`src/rtl/timer.sv`:
```
// DMG-style DIV/TIMA/TMA/TAC timer with falling-edge tick detection and interrupt request.
// Optional macro TIMER_OVF_DELAY_EN adds the 4-clock overflow window before the TMA reload.
module timer (
    input  logic        clk,
    input  logic        rst,
    input  logic [15:0] a,
    input  logic [7:0]  d_wr,
    output logic [7:0]  d_rd,
    input  logic        rd,
    input  logic        wr,
    output logic        int_tim_req,
    input  logic        int_tim_ack
);
    localparam logic [15:0] ADDR_DIV  = 16'hFF04;
    localparam logic [15:0] ADDR_TIMA = 16'hFF05;
    localparam logic [15:0] ADDR_TMA  = 16'hFF06;
    localparam logic [15:0] ADDR_TAC  = 16'hFF07;

    logic [15:0] div_cnt_reg;
    logic [7:0]  tima_reg;
    logic [7:0]  tima_next;
    logic [7:0]  tma_reg;
    logic [2:0]  tac_reg;
    logic        tick_reg;
    logic        tick_sig;
    logic        tick_fall;
    logic        tap_bit;
    logic        int_req_reg;
    logic        int_req_next;
    logic        reload;
    logic        wr_div;
    logic        wr_tima;
    logic        wr_tma;
    logic        wr_tac;

    // Reads are side-effect free, so the strobe carries no information here.
    logic        unused_rd;
    assign unused_rd = rd;

    assign wr_div  = wr && (a == ADDR_DIV);
    assign wr_tima = wr && (a == ADDR_TIMA);
    assign wr_tma  = wr && (a == ADDR_TMA);
    assign wr_tac  = wr && (a == ADDR_TAC);

    always_comb begin
        tap_bit = div_cnt_reg[9];
        case (tac_reg[1:0])
            2'b00:   tap_bit = div_cnt_reg[9];
            2'b01:   tap_bit = div_cnt_reg[3];
            2'b10:   tap_bit = div_cnt_reg[5];
            default: tap_bit = div_cnt_reg[7];
        endcase
    end

    // DIV clears and TAC changes can drop tick_sig too; those falling edges count.
    assign tick_sig  = tac_reg[2] & tap_bit;
    assign tick_fall = tick_reg & ~tick_sig;

`ifdef TIMER_OVF_DELAY_EN
    typedef enum logic [1:0] {
        ST_IDLE,
        ST_OVF,
        ST_RELOAD
    } state_t;

    localparam int          OVF_CYCLES = 4;
    localparam logic [1:0]  OVF_LAST   = 2'(OVF_CYCLES - 1);

    state_t     state_reg;
    state_t     state_next;
    logic [1:0] ovf_cnt_reg;
    logic [1:0] ovf_cnt_next;

    always_ff @(posedge clk) begin
        if (rst) begin
            state_reg   <= ST_IDLE;
            ovf_cnt_reg <= 2'd0;
        end else begin
            state_reg   <= state_next;
            ovf_cnt_reg <= ovf_cnt_next;
        end
    end

    always_comb begin
        state_next   = state_reg;
        ovf_cnt_next = ovf_cnt_reg;
        tima_next    = tima_reg;
        reload       = 1'b0;
        case (state_reg)
            ST_IDLE: begin
                if (wr_tima) begin
                    tima_next = d_wr;
                end else if (tick_fall) begin
                    if (tima_reg == 8'hFF) begin
                        tima_next    = 8'h00;
                        ovf_cnt_next = 2'd0;
                        state_next   = ST_OVF;
                    end else begin
                        tima_next = tima_reg + 8'd1;
                    end
                end
            end
            ST_OVF: begin
                if (wr_tima) begin
                    tima_next  = d_wr;
                    state_next = ST_IDLE;
                end else if (ovf_cnt_reg == OVF_LAST) begin
                    tima_next  = tma_reg;
                    reload     = 1'b1;
                    state_next = ST_RELOAD;
                end else begin
                    ovf_cnt_next = ovf_cnt_reg + 2'd1;
                end
            end
            ST_RELOAD: begin
                // TIMA writes are swallowed here, but a fresh TMA value still lands in TIMA.
                state_next = ST_IDLE;
                if (wr_tma) begin
                    tima_next = d_wr;
                end
            end
            default: state_next = ST_IDLE;
        endcase
    end
`else
    always_comb begin
        tima_next = tima_reg;
        reload    = 1'b0;
        if (wr_tima) begin
            tima_next = d_wr;
        end else if (tick_fall) begin
            if (tima_reg == 8'hFF) begin
                tima_next = tma_reg;
                reload    = 1'b1;
            end else begin
                tima_next = tima_reg + 8'd1;
            end
        end
    end
`endif

    // A reload in the same clock as the ack wins, so a new request is never lost.
    assign int_req_next = reload | (int_req_reg & ~int_tim_ack);

    always_ff @(posedge clk) begin
        if (rst) begin
            div_cnt_reg <= 16'h0000;
            tima_reg    <= 8'h00;
            tma_reg     <= 8'h00;
            tac_reg     <= 3'b000;
            tick_reg    <= 1'b0;
            int_req_reg <= 1'b0;
        end else begin
            div_cnt_reg <= wr_div ? 16'h0000 : div_cnt_reg + 16'd1;
            if (wr_tma) begin
                tma_reg <= d_wr;
            end
            if (wr_tac) begin
                tac_reg <= d_wr[2:0];
            end
            tick_reg    <= tick_sig;
            tima_reg    <= tima_next;
            int_req_reg <= int_req_next;
        end
    end

    always_comb begin
        d_rd = 8'hFF;
        case (a)
            ADDR_DIV:  d_rd = div_cnt_reg[15:8];
            ADDR_TIMA: d_rd = tima_reg;
            ADDR_TMA:  d_rd = tma_reg;
            ADDR_TAC:  d_rd = {5'b11111, tac_reg};
            default:   d_rd = 8'hFF;
        endcase
    end

    assign int_tim_req = int_req_reg;
endmodule

```
`config.mk`:
```
export PLATFORM = sky130hd
export DESIGN_NAME = timer
export DESIGN_NICKNAME = d
export VERILOG_FILES = /design/src/rtl/timer.sv
export SDC_FILE = /design/constraint.sdc
export NUM_CORES = 1
export LEC_CHECK = 0
export CAP_MARGIN = 20
export CORE_UTILIZATION = 47
export CTS_CLUSTER_DIAMETER = 40
export DETAILED_ROUTE_END_ITERATION = 8
export GPL_TIMING_DRIVEN = 1
export PLACE_DENSITY_LB_ADDON = 0.1
export SYNTH_ARGS = -nofsm -noshare
export SYNTH_HDL_FRONTEND = slang
export SYNTH_SLANG_ARGS = --single-unit
```
`constraint.sdc`:
```
create_clock -name clk -period 2.26 [get_ports clk]
set_clock_uncertainty 0.1 [all_clocks]
set_input_delay 0.565 -clock clk [delete_from_list [all_inputs] [get_ports clk]]
set_output_delay 0.565 -clock clk [all_outputs]
set_load 0.02 [all_outputs]
```
==> impl_results.md, run 1 <==
- Crit end category: output pin
- Status: complete, but fails checks
- CTS sink cnt: 37
- Crit Path Category: in -> out
- DP HPWL: 3.85 mm
- Crit path DAT: about 1.9 ns
- CTS tree: done
- Final number of setup-violating endpoints: 25
- CORE AREA: 4140 µm²
- Clk_lat worst skew: approximately 0.29 ns
- Number of max-cap violations: 0
- Worst R2R Start: tima_reg[0]
- Die height: 68.7 µm
- CP required: 1.59 ns
- WHS Endpoint: div_cnt_reg[0]
- Placed inst area: about 2700 µm²
- CP Max Fanout: 7
- Most common flop cell mapped by yosys: dfxtp_1
- Total congestion overflow: 0
- RR Endpoint: tima_reg[3]
- Syn avg cell area: roughly 9.0 µm²
- Clk pin slew, worst setup/hold paths: roughly 0.070 ns
- Final net count: between 300 and 400
- Max Freq: between 0.3 and 0.4 GHz
- Largest net degree at the start of global routing: 22
- Root buf cell: clkbuf_8
- Drt first pass iters: 4
- Syn Inst Count: about 230
- Tot Pwr: between 1 and 1.5 mW
- Fin. max-slew vios: 0
- GRT Resource Usage Total: approximately a quarter
- Drt wl/cell: roughly 15 µm
- RSZ-0062 raised after global routing: yes
- H-tree levels: 2
- Asr flop ratio synth: 0%
- Initial antenna violation count: 0
- Antenna Nets Post-Route: 0
- Failing checks: setup timing
- Share of cells above drive strength 1: between 30% and 40%
- Final Hold Vio Count: 0
- Post-synth EDFFs: 0
- PnR worst setup slack: -0.304 ns
- Vias: just under 2000
- Seq/Total Area, Yosys: approximately 35%
- PwrDens: 453 nW/µm²
- Pleak: about 1.3 nW
- Net Count, Synth: approximately 260
- Initial detailed-routing violation count: approximately 120
- DRC violations left: 0
- Most frequent cells in the layout: dfxtp_1 (37), nor2_1 (28), buf_4 (25)
- Vias in the first global route: about 1800
- Longest Clk Path Bufs: 2
- Worst R2R Setup Slack: approximately 0.37 ns
- Via density: between 5 and 6
- First-pass GRT wire length: just over 8 mm
- R2R depth: 7
- Layout fillers: 348
- GPL Wtd Cong: ~0.9
- Synth cell types: between 40 and 50
- Total Wirelength: ~5.3 mm
- Synth Warn #: 0
- Num CTS Buffers: 5
- Die Area: approximately 4700 µm²
- N_diodes: 0
- WHS: between 0.3 and 0.4 ns
- Post-layout min period: ~2.6 ns
- Netlist Area Pre-Place: 2090 µm²
- Min-delay src: div_cnt_reg[0]
- Min-Delay Path Depth: 1
- Seq cells post-synth: 37
- Worst Max-Slew Pin Slew: just under 0.3 ns
- Tightest Hold Check Type: reg -> reg
- Worst vdd ir: just under 0.4 mV
- Rel. slew slack: around 80%
- Area growth syn-to-layout: 40.3%
- Post-route setup TNS: -3.16 ns
- Site Rows: 23
- Final instance area: between 2000 and 3000 µm²
- Commonest non-fill, non-tap cell in the layout: dfxtp_1
- Tcrit/Tclk final: 113%
- Starting Density: between 50% and 60%
- PortBufs: 36
- IO Count: 38
- Max reg flops: 16
- CP startpoint kind: primary input
- Die Wd: approximately 70 µm
## worst max-delay path, cell delays in order
cell and delay (ns):
buf_6 0.09, or4b_4 0.53, nor4_4 0.30, buf_6 0.21
nand2_2 0.07, buf_6 0.13
## area by class of cell
class                           count  area [µm²]  area share, %
Tap cell                           50        62.6           2.13
Timing Repair Buffer               70         657           22.4
Multi-Input combinational cell    179        1360           46.4
Inverter                            2        7.51          0.256
Sequential cell                    37         741           25.3
Clock inverter                      2        35.0           1.20
Clock buffer                        5        68.8           2.35
## per-layer routing
layer / track usage [%] / wire (µm) / share of wire (%) / vias to the layer above
met4: 8.59 / 99 / 1.9 / 0
met1: 32.3 / 2450 / 46 / 908
li1: - / - / - / 968
met5: 0 / 0 / 0 / -
met3: 5.59 / 344 / 6.5 / 11
met2: 39.1 / 2420 / 46 / 60
## per-stage QoR
step,util (%),setup WS [ns],std cells
final,70.7,-0.304,345
after global routing,70.7,-0.354,345
after CTS,69.2,-0.311,344
after detailed placement,65.3,-0.886,334
after global placement,65.3,-0.861,334
after floorplan,-,-0.0338,231
## synth_stat cells, types with 6 or more instances
library cell / number / area, µm²
dfxtp_1: 37 / 741
nor2_1: 30 / 113
nand2_1: 22 / 82.6
mux2i_1: 17 / 170
a21oi_1: 9 / 45.0
nand2b_1: 8 / 50.1
nand3_1: 8 / 40.0
a21oi_2: 7 / 61.3
clkbuf_1: 6 / 22.5
xor2_1: 6 / 52.6
## how the worst max path moves through the flow
stage / to / depth (start not counted) / start / slack [ns]
after global placement: d_rd[2] / 6 / a[3] / -0.86
after CTS: d_rd[4] / 6 / a[5] / -0.31
after detailed placement: d_rd[4] / 6 / a[3] / -0.89
after floorplan: d_rd[0] / 4 / a[3] / -0.03
final: d_rd[7] / 6 / a[5] / -0.30
after global routing: d_rd[7] / 6 / a[5] / -0.35
## cell families (layout without fill, tap and decap cells)
| family | count (synthesis) | in the layout | synth area share, % |
|---|---|---|---|
| AO/OA/AOI/OAI | 44 | 44 | 15.2 |
| buffers and inverters | 15 | 79 | 3.42 |
| multiplexers | 25 | 25 | 14.1 |
| flip-flops | 37 | 37 | 35.5 |
| AND/OR/NAND/NOR | 97 | 97 | 26.1 |
| adder cells (fa/ha/maj) | 2 | 2 | 1.20 |
| XOR/XNOR | 11 | 11 | 4.61 |
## where the power goes
group / switching, mW / internal [mW]
combinational: 0.0489 / 0.0659
sequential: 0.00366 / 0.656
clock: 0.231 / 0.321
## what timing repair did
| item | 4_1_cts | 5_1_grt |
|---|---|---|
| pin swaps | 3 | 6 |
| setup buffers | 2 | 1 |
| hold buffers | 0 | 0 |
| endpoints found under the hold margin | 0 | 0 |
| setup endpoints to repair | 44 | 37 |
| gates cloned | 1 | 0 |
| resized for setup | 70 | 15 |
(Power assumes the default switching activity.)
==> run 2: changes to the inputs <==
Settings changed: TNS_END_PERCENT set to 10.
==> run 2 against run 1 <==
  * The run still ends with setup timing left
  * Wire length decreased by 1.6%
  * Sequential share of layout area increased by 0.50 points
  * Register-to-register slack about the same
  * Largest power group unchanged
  * Core utilization decreased by 1.4 points
  * Critical path depth unchanged
  * Clock-buffer cell count unchanged
  * Sequential cell count unchanged
  * Cell count decreased by 0.87%
  * Critical path type unchanged
==> impl_results.md, run 2 (synthesis gave the netlist of run 1 again) <==
- Status: complete, but fails checks
- Failing checks: setup timing
- Min-delay src: div_cnt_reg[0]
- CORE AREA: approximately 4100 µm²
- DRC violations left: 0
- Most frequent cells in the layout: dfxtp_1 (37), nor2_1 (30), buf_4 (26)
- Die Wd: 68.7 µm
- Post-layout min period: between 2 and 3 ns
- Pleak: 1.23 nW
- Crit Path Category: in -> out
- Delay of the slowest cell on the worst path: 0.53 ns
- RR Endpoint: tima_reg[3]
- Die height: 68.7 µm
- IO Count: 38
- Post-route setup TNS: -2.29 ns
- Vias in the first global route: 1737
- Site Rows: 23
- Num CTS Buffers: 5
- Vias: roughly 1900
- Crit end category: output pin
- Layout fillers: 356
- Worst vdd ir: ~0.40 mV
- Total Wirelength: ~5.2 mm
- WHS Endpoint: div_cnt_reg[0]
- Total congestion overflow: 0
- GRT Resource Usage Total: between 20% and 30%
- Longest Clk Path Bufs: 2
- RSZ-0062 raised after global routing: yes
- H-tree levels: 2
- Share of cells above drive strength 1: 28.8%
- CTS tree: done
- Tcrit/Tclk final: 114%
- Crit path top cell by count: buf_6
- Worst Max-Slew Pin Slew: 0.295 ns
- Critical path cell sequence: buf_6 -> or4b_4 -> nor4_4 -> buf_6 -> nand2_2 -> buf_6
- Via density: approximately 5.6
- Root buf cell: clkbuf_8
- CP required: roughly 1.6 ns
- Clk_lat worst skew: about 0.28 ns
- Cts hold-fix bufs: 0
- Max Freq: between 0.3 and 0.4 GHz
- Drt wl/cell: between 15 and 20 µm
- Max reg flops: 16
- Rel. slew slack: between 80% and 90%
- Worst R2R Setup Slack: between 0.3 and 0.4 ns
- PnR worst setup slack: -0.307 ns
- Area growth syn-to-layout: 37.6%
- Placed insts: 334
- PwrDens: 460 nW/µm²
- Cell Count, Final, Fillers Out: ~340
- CP Max Fanout: 7
- N_diodes: 0
- Initial antenna violation count: 0
- PortBufs: 36
- Drt first pass iters: 4
- CTS sink cnt: 37
- Antenna Nets Post-Route: 0
- DP HPWL: 3.85 mm
- Final number of setup-violating endpoints: 8
- R2R depth: 7
- Largest net degree at the start of global routing: 22
- Clk pin slew, worst setup/hold paths: ~0.07 ns
- Final net count: 323
- Min-Delay Path Depth: 1
- Tightest Hold Check Type: reg -> reg
- Post-Place Setup Slack: -0.886 ns
- First-pass GRT wire length: ~8.2 mm
- Initial detailed-routing violation count: 95
- Fin. max-slew vios: 0
- Number of max-cap violations: 0
- GPL Wtd Cong: between 0.8 and 0.9
- Starting Density: between 50% and 60%
- Crit path DAT: about 1.9 ns
- Worst R2R Start: tima_reg[0]
- Final Hold Vio Count: 0
- Die Area: 4710 µm²
- CP startpoint kind: primary input
- CP max stage cell: or4b_4
- Commonest non-fill, non-tap cell in the layout: dfxtp_1
- Tot Pwr: ~1.3 mW
==> run 2: how the worst max path moves through the flow <==
stage	from	slack, ns	endpoint	depth (start not counted)
final	a[5]	-0.31	d_rd[7]	6
after global placement	a[3]	-0.86	d_rd[2]	6
after global routing	a[5]	-0.36	d_rd[7]	6
after CTS	a[5]	-0.31	d_rd[4]	6
after floorplan	a[3]	-0.03	d_rd[0]	4
after detailed placement	a[3]	-0.89	d_rd[4]	6
==> run 2: area by class of cell <==
type | instances | area, µm² | share of cell area [%]
Sequential cell | 37 | 741 | 25.8
Tap cell | 50 | 62.6 | 2.18
Multi-Input combinational cell | 179 | 1340 | 46.6
Clock buffer | 5 | 68.8 | 2.39
Timing Repair Buffer | 67 | 619 | 21.5
Clock inverter | 2 | 35.0 | 1.22
Inverter | 2 | 7.51 | 0.261
==> run 2: worst max-delay path: cells and delay by family <==
family	cells	cell delay, ns
buf+inv	3	0.43
simple gates	3	0.90
==> run 2: what timing repair did <==
item / in CTS / in global routing
cloned: 1 / 0
pin swaps: 4 / 2
buffers inserted: 0 / 0
resized for setup: 67 / 10
setup endpoints to repair: 44 / 23
==> run 2: power by group <==
part | switching (mW) | total, mW | internal (mW)
logic | 0.0479 | 0.113 | 0.0651
clock network | 0.230 | 0.550 | 0.321
registers | 0.00366 | 0.660 | 0.656
==> run 2: stage by stage <==
step | area (µm²) | hold WS [ns] | utilization, %
4_1_cts | 2840 | 0.363 | 68.6
5_1_grt | 2870 | 0.374 | 69.4
2_1_floorplan | 2110 | 0.326 | -
6_report | 2870 | 0.366 | 69.4
3_3_place_gp | 2710 | 0.345 | 65.3
3_5_place_dp | 2710 | 0.347 | 65.3
==> run 2: routing by layer <==
layer | global-route usage (%) | up-vias | wire length (µm)
li1 | - | 960 | -
met1 | 31.9 | 897 | 2520
met2 | 38.0 | 58 | 2330
met3 | 5.59 | 9 | 296
met4 | 9.64 | 0 | 78
met5 | 0 | - | 0
==> run 3: changes to the inputs <==
Settings changed: CAP_MARGIN 20 to 30, HOLD_SLACK_MARGIN set to 0.15, TNS_END_PERCENT 10 to 20.
==> run 3 against run 2 <==
  * The flow still finishes with violations (setup timing)
  * Clock-buffer cell count did not move
  * Worst hold slack barely moved
  * Via count fell by 0.36%
  * Critical path depth did not move
  * Power barely moved
  * Core utilization rose by 0.12 points
  * Die area did not move
  * Fmax barely moved
  * Cell count did not move
  * Critical endpoint unchanged
  * Largest cell class unchanged
  * Highest routed layer unchanged
==> impl_results.md, run 3 (synthesis gave the netlist of run 1 again) <==
- N_diodes: 0
- CTS tree: done
- Drt wl/cell: around 15 µm
- GR Util met1: a little under a third
- Num CTS Buffers: 5
- GR Util met3: about 5.6%
- Worst Max-Slew Pin Slew: 0.299 ns
- Min-delay src: div_cnt_reg[0]
- Drt first pass iters: 4
- GPL Wtd Cong: approximately 0.9
- IO Count: 38
- Largest net degree at the start of global routing: 22
- GRT Resource Usage Total: 24.2%
- Area growth syn-to-layout: 37.9%
- CTS sink cnt: 37
- RR Endpoint: tima_reg[3]
- DP HPWL: approximately 3.8 mm
- Cts hold-fix bufs: 0
- Crit Path Category: in -> out
- Critical path cell sequence: buf_6 -> or4b_4 -> nor4_4 -> buf_6 -> nand2_2 -> buf_6
- CP Max Fanout: 7
- Delay of the slowest cell on the worst path: 0.53 ns
- Status: complete, but fails checks
- Final Hold Vio Count: 0
- Clk pin slew, worst setup/hold paths: ~0.07 ns
- Tightest Hold Check Type: reg -> reg
- Final net count: 323
- PortBufs: 36
- Commonest non-fill, non-tap cell in the layout: dfxtp_1
- Die height: 68.7 µm
- CP startpoint kind: primary input
- Vias: around 1900
- Most frequent cells in the layout: dfxtp_1 (37), nor2_1 (30), buf_4 (26)
- Grt peak-use layer: met2
- Starting Density: between 50 and 60%
- DRC violations left: 0
- Post-layout min period: ~2.6 ns
- Rel. slew slack: approximately four fifths
- H-tree levels: 2
- Vias in the first global route: about 1700
- WHS Endpoint: div_cnt_reg[0]
- Worst R2R Start: tima_reg[0]
- RSZ-0062 raised after global routing: yes
- Worst vdd ir: about 0.40 mV
- Initial antenna violation count: 0
- Number of max-cap violations: 0
- First-pass GRT wire length: between 8 and 9 mm
- Antenna Nets Post-Route: 0
- PnR worst setup slack: -0.306 ns
- Via density: roughly 5.6
- CORE AREA: 4140 µm²
- Clk_lat worst skew: 0.29 ns
- Site Rows: 23
- Crit path DAT: between 1.5 and 2 ns
- Post-Place Setup Slack: -0.886 ns
- Min-Delay Path Depth: 1
- Met2 usage: between 30% and 40%
- Tcrit/Tclk final: 114%
- Die Wd: about 69 µm
- Share of cells above drive strength 1: between 20% and 30%
- Worst R2R Setup Slack: 0.36 ns
- Crit path top cell by count: buf_6
- PwrDens: ~460 nW/µm²
- Initial detailed-routing violation count: 70
- Longest Clk Path Bufs: 2
- Failing checks: setup timing
- R2R depth: 7
- Root buf cell: clkbuf_8
- Total Wirelength: between 5 and 6 mm
- Fin. max-slew vios: 0
- Fin util: a little over two thirds
- Crit end category: output pin
- Die Area: approximately 4700 µm²
- CP required: between 1.5 and 2 ns
- Final number of setup-violating endpoints: 10
- Pleak: around 1.2 nW
- Total congestion overflow: 0
- Max reg flops: 16
- CP max stage cell: or4b_4
- Max Freq: ~0.39 GHz
==> run 3: cell counts in the layout (fill, tap and decap cells not counted) <==
Identical to the previous run, type by type.
==> run 3: worst max-delay path by stage <==
| stage | start | end | slack (ns) |
|---|---|---|---|
| floorplan | a[3] | d_rd[0] | -0.03 |
| global placement | a[3] | d_rd[2] | -0.86 |
| detailed placement | a[3] | d_rd[4] | -0.89 |
| CTS | a[5] | d_rd[4] | -0.31 |
| global route | a[5] | d_rd[7] | -0.36 |
| finish | a[5] | d_rd[7] | -0.31 |
==> run 3: final cells by class <==
type	instances	area, µm²
inverters	2	7.51
multi-input cells	179	1350
clock buffers	5	68.8
clock inverters	2	35.0
flip-flops and latches	37	741
repair buffers	67	619
well taps	50	62.6
fillers	353	1260
==> run 3: per-stage QoR <==
step,cell area (µm²),hold WS (ns),instances,power (mW),TNS [ns]
4_1_cts,2850,0.363,342,1.34,-2.64
6_report,2880,0.366,342,1.32,-2.29
3_5_place_dp,2710,0.347,334,0.786,-20.89
5_1_grt,2880,0.374,342,1.37,-3.52
2_1_floorplan,2110,0.326,231,0.712,-0.226
3_3_place_gp,2710,0.345,334,0.785,-20.21
==> run 3: where the power goes <==
part	switching, mW	total, mW	internal [mW]
logic	0.0480	0.113	0.0651
clock network	0.229	0.550	0.321
registers	0.00366	0.660	0.656
==> run 3: worst max-delay path: cells and delay by family <==
family	cells	cell delay (ns)
buf+inv	3	0.43
simple gates	3	0.90
==> run 3: routing by layer <==
metal | part of all wire (%) | routed length (µm)
met1 | 49 | 2540
met5 | 0 | 0
met3 | 6.0 | 310
met4 | 1.5 | 77
met2 | 44 | 2260
==> run 3: repair_timing <==
item,4_1_cts,5_1_grt
resized for setup,68,10
cloned,1,0
setup endpoints to repair,44,23
pin swaps,3,2
buffers inserted,0,0
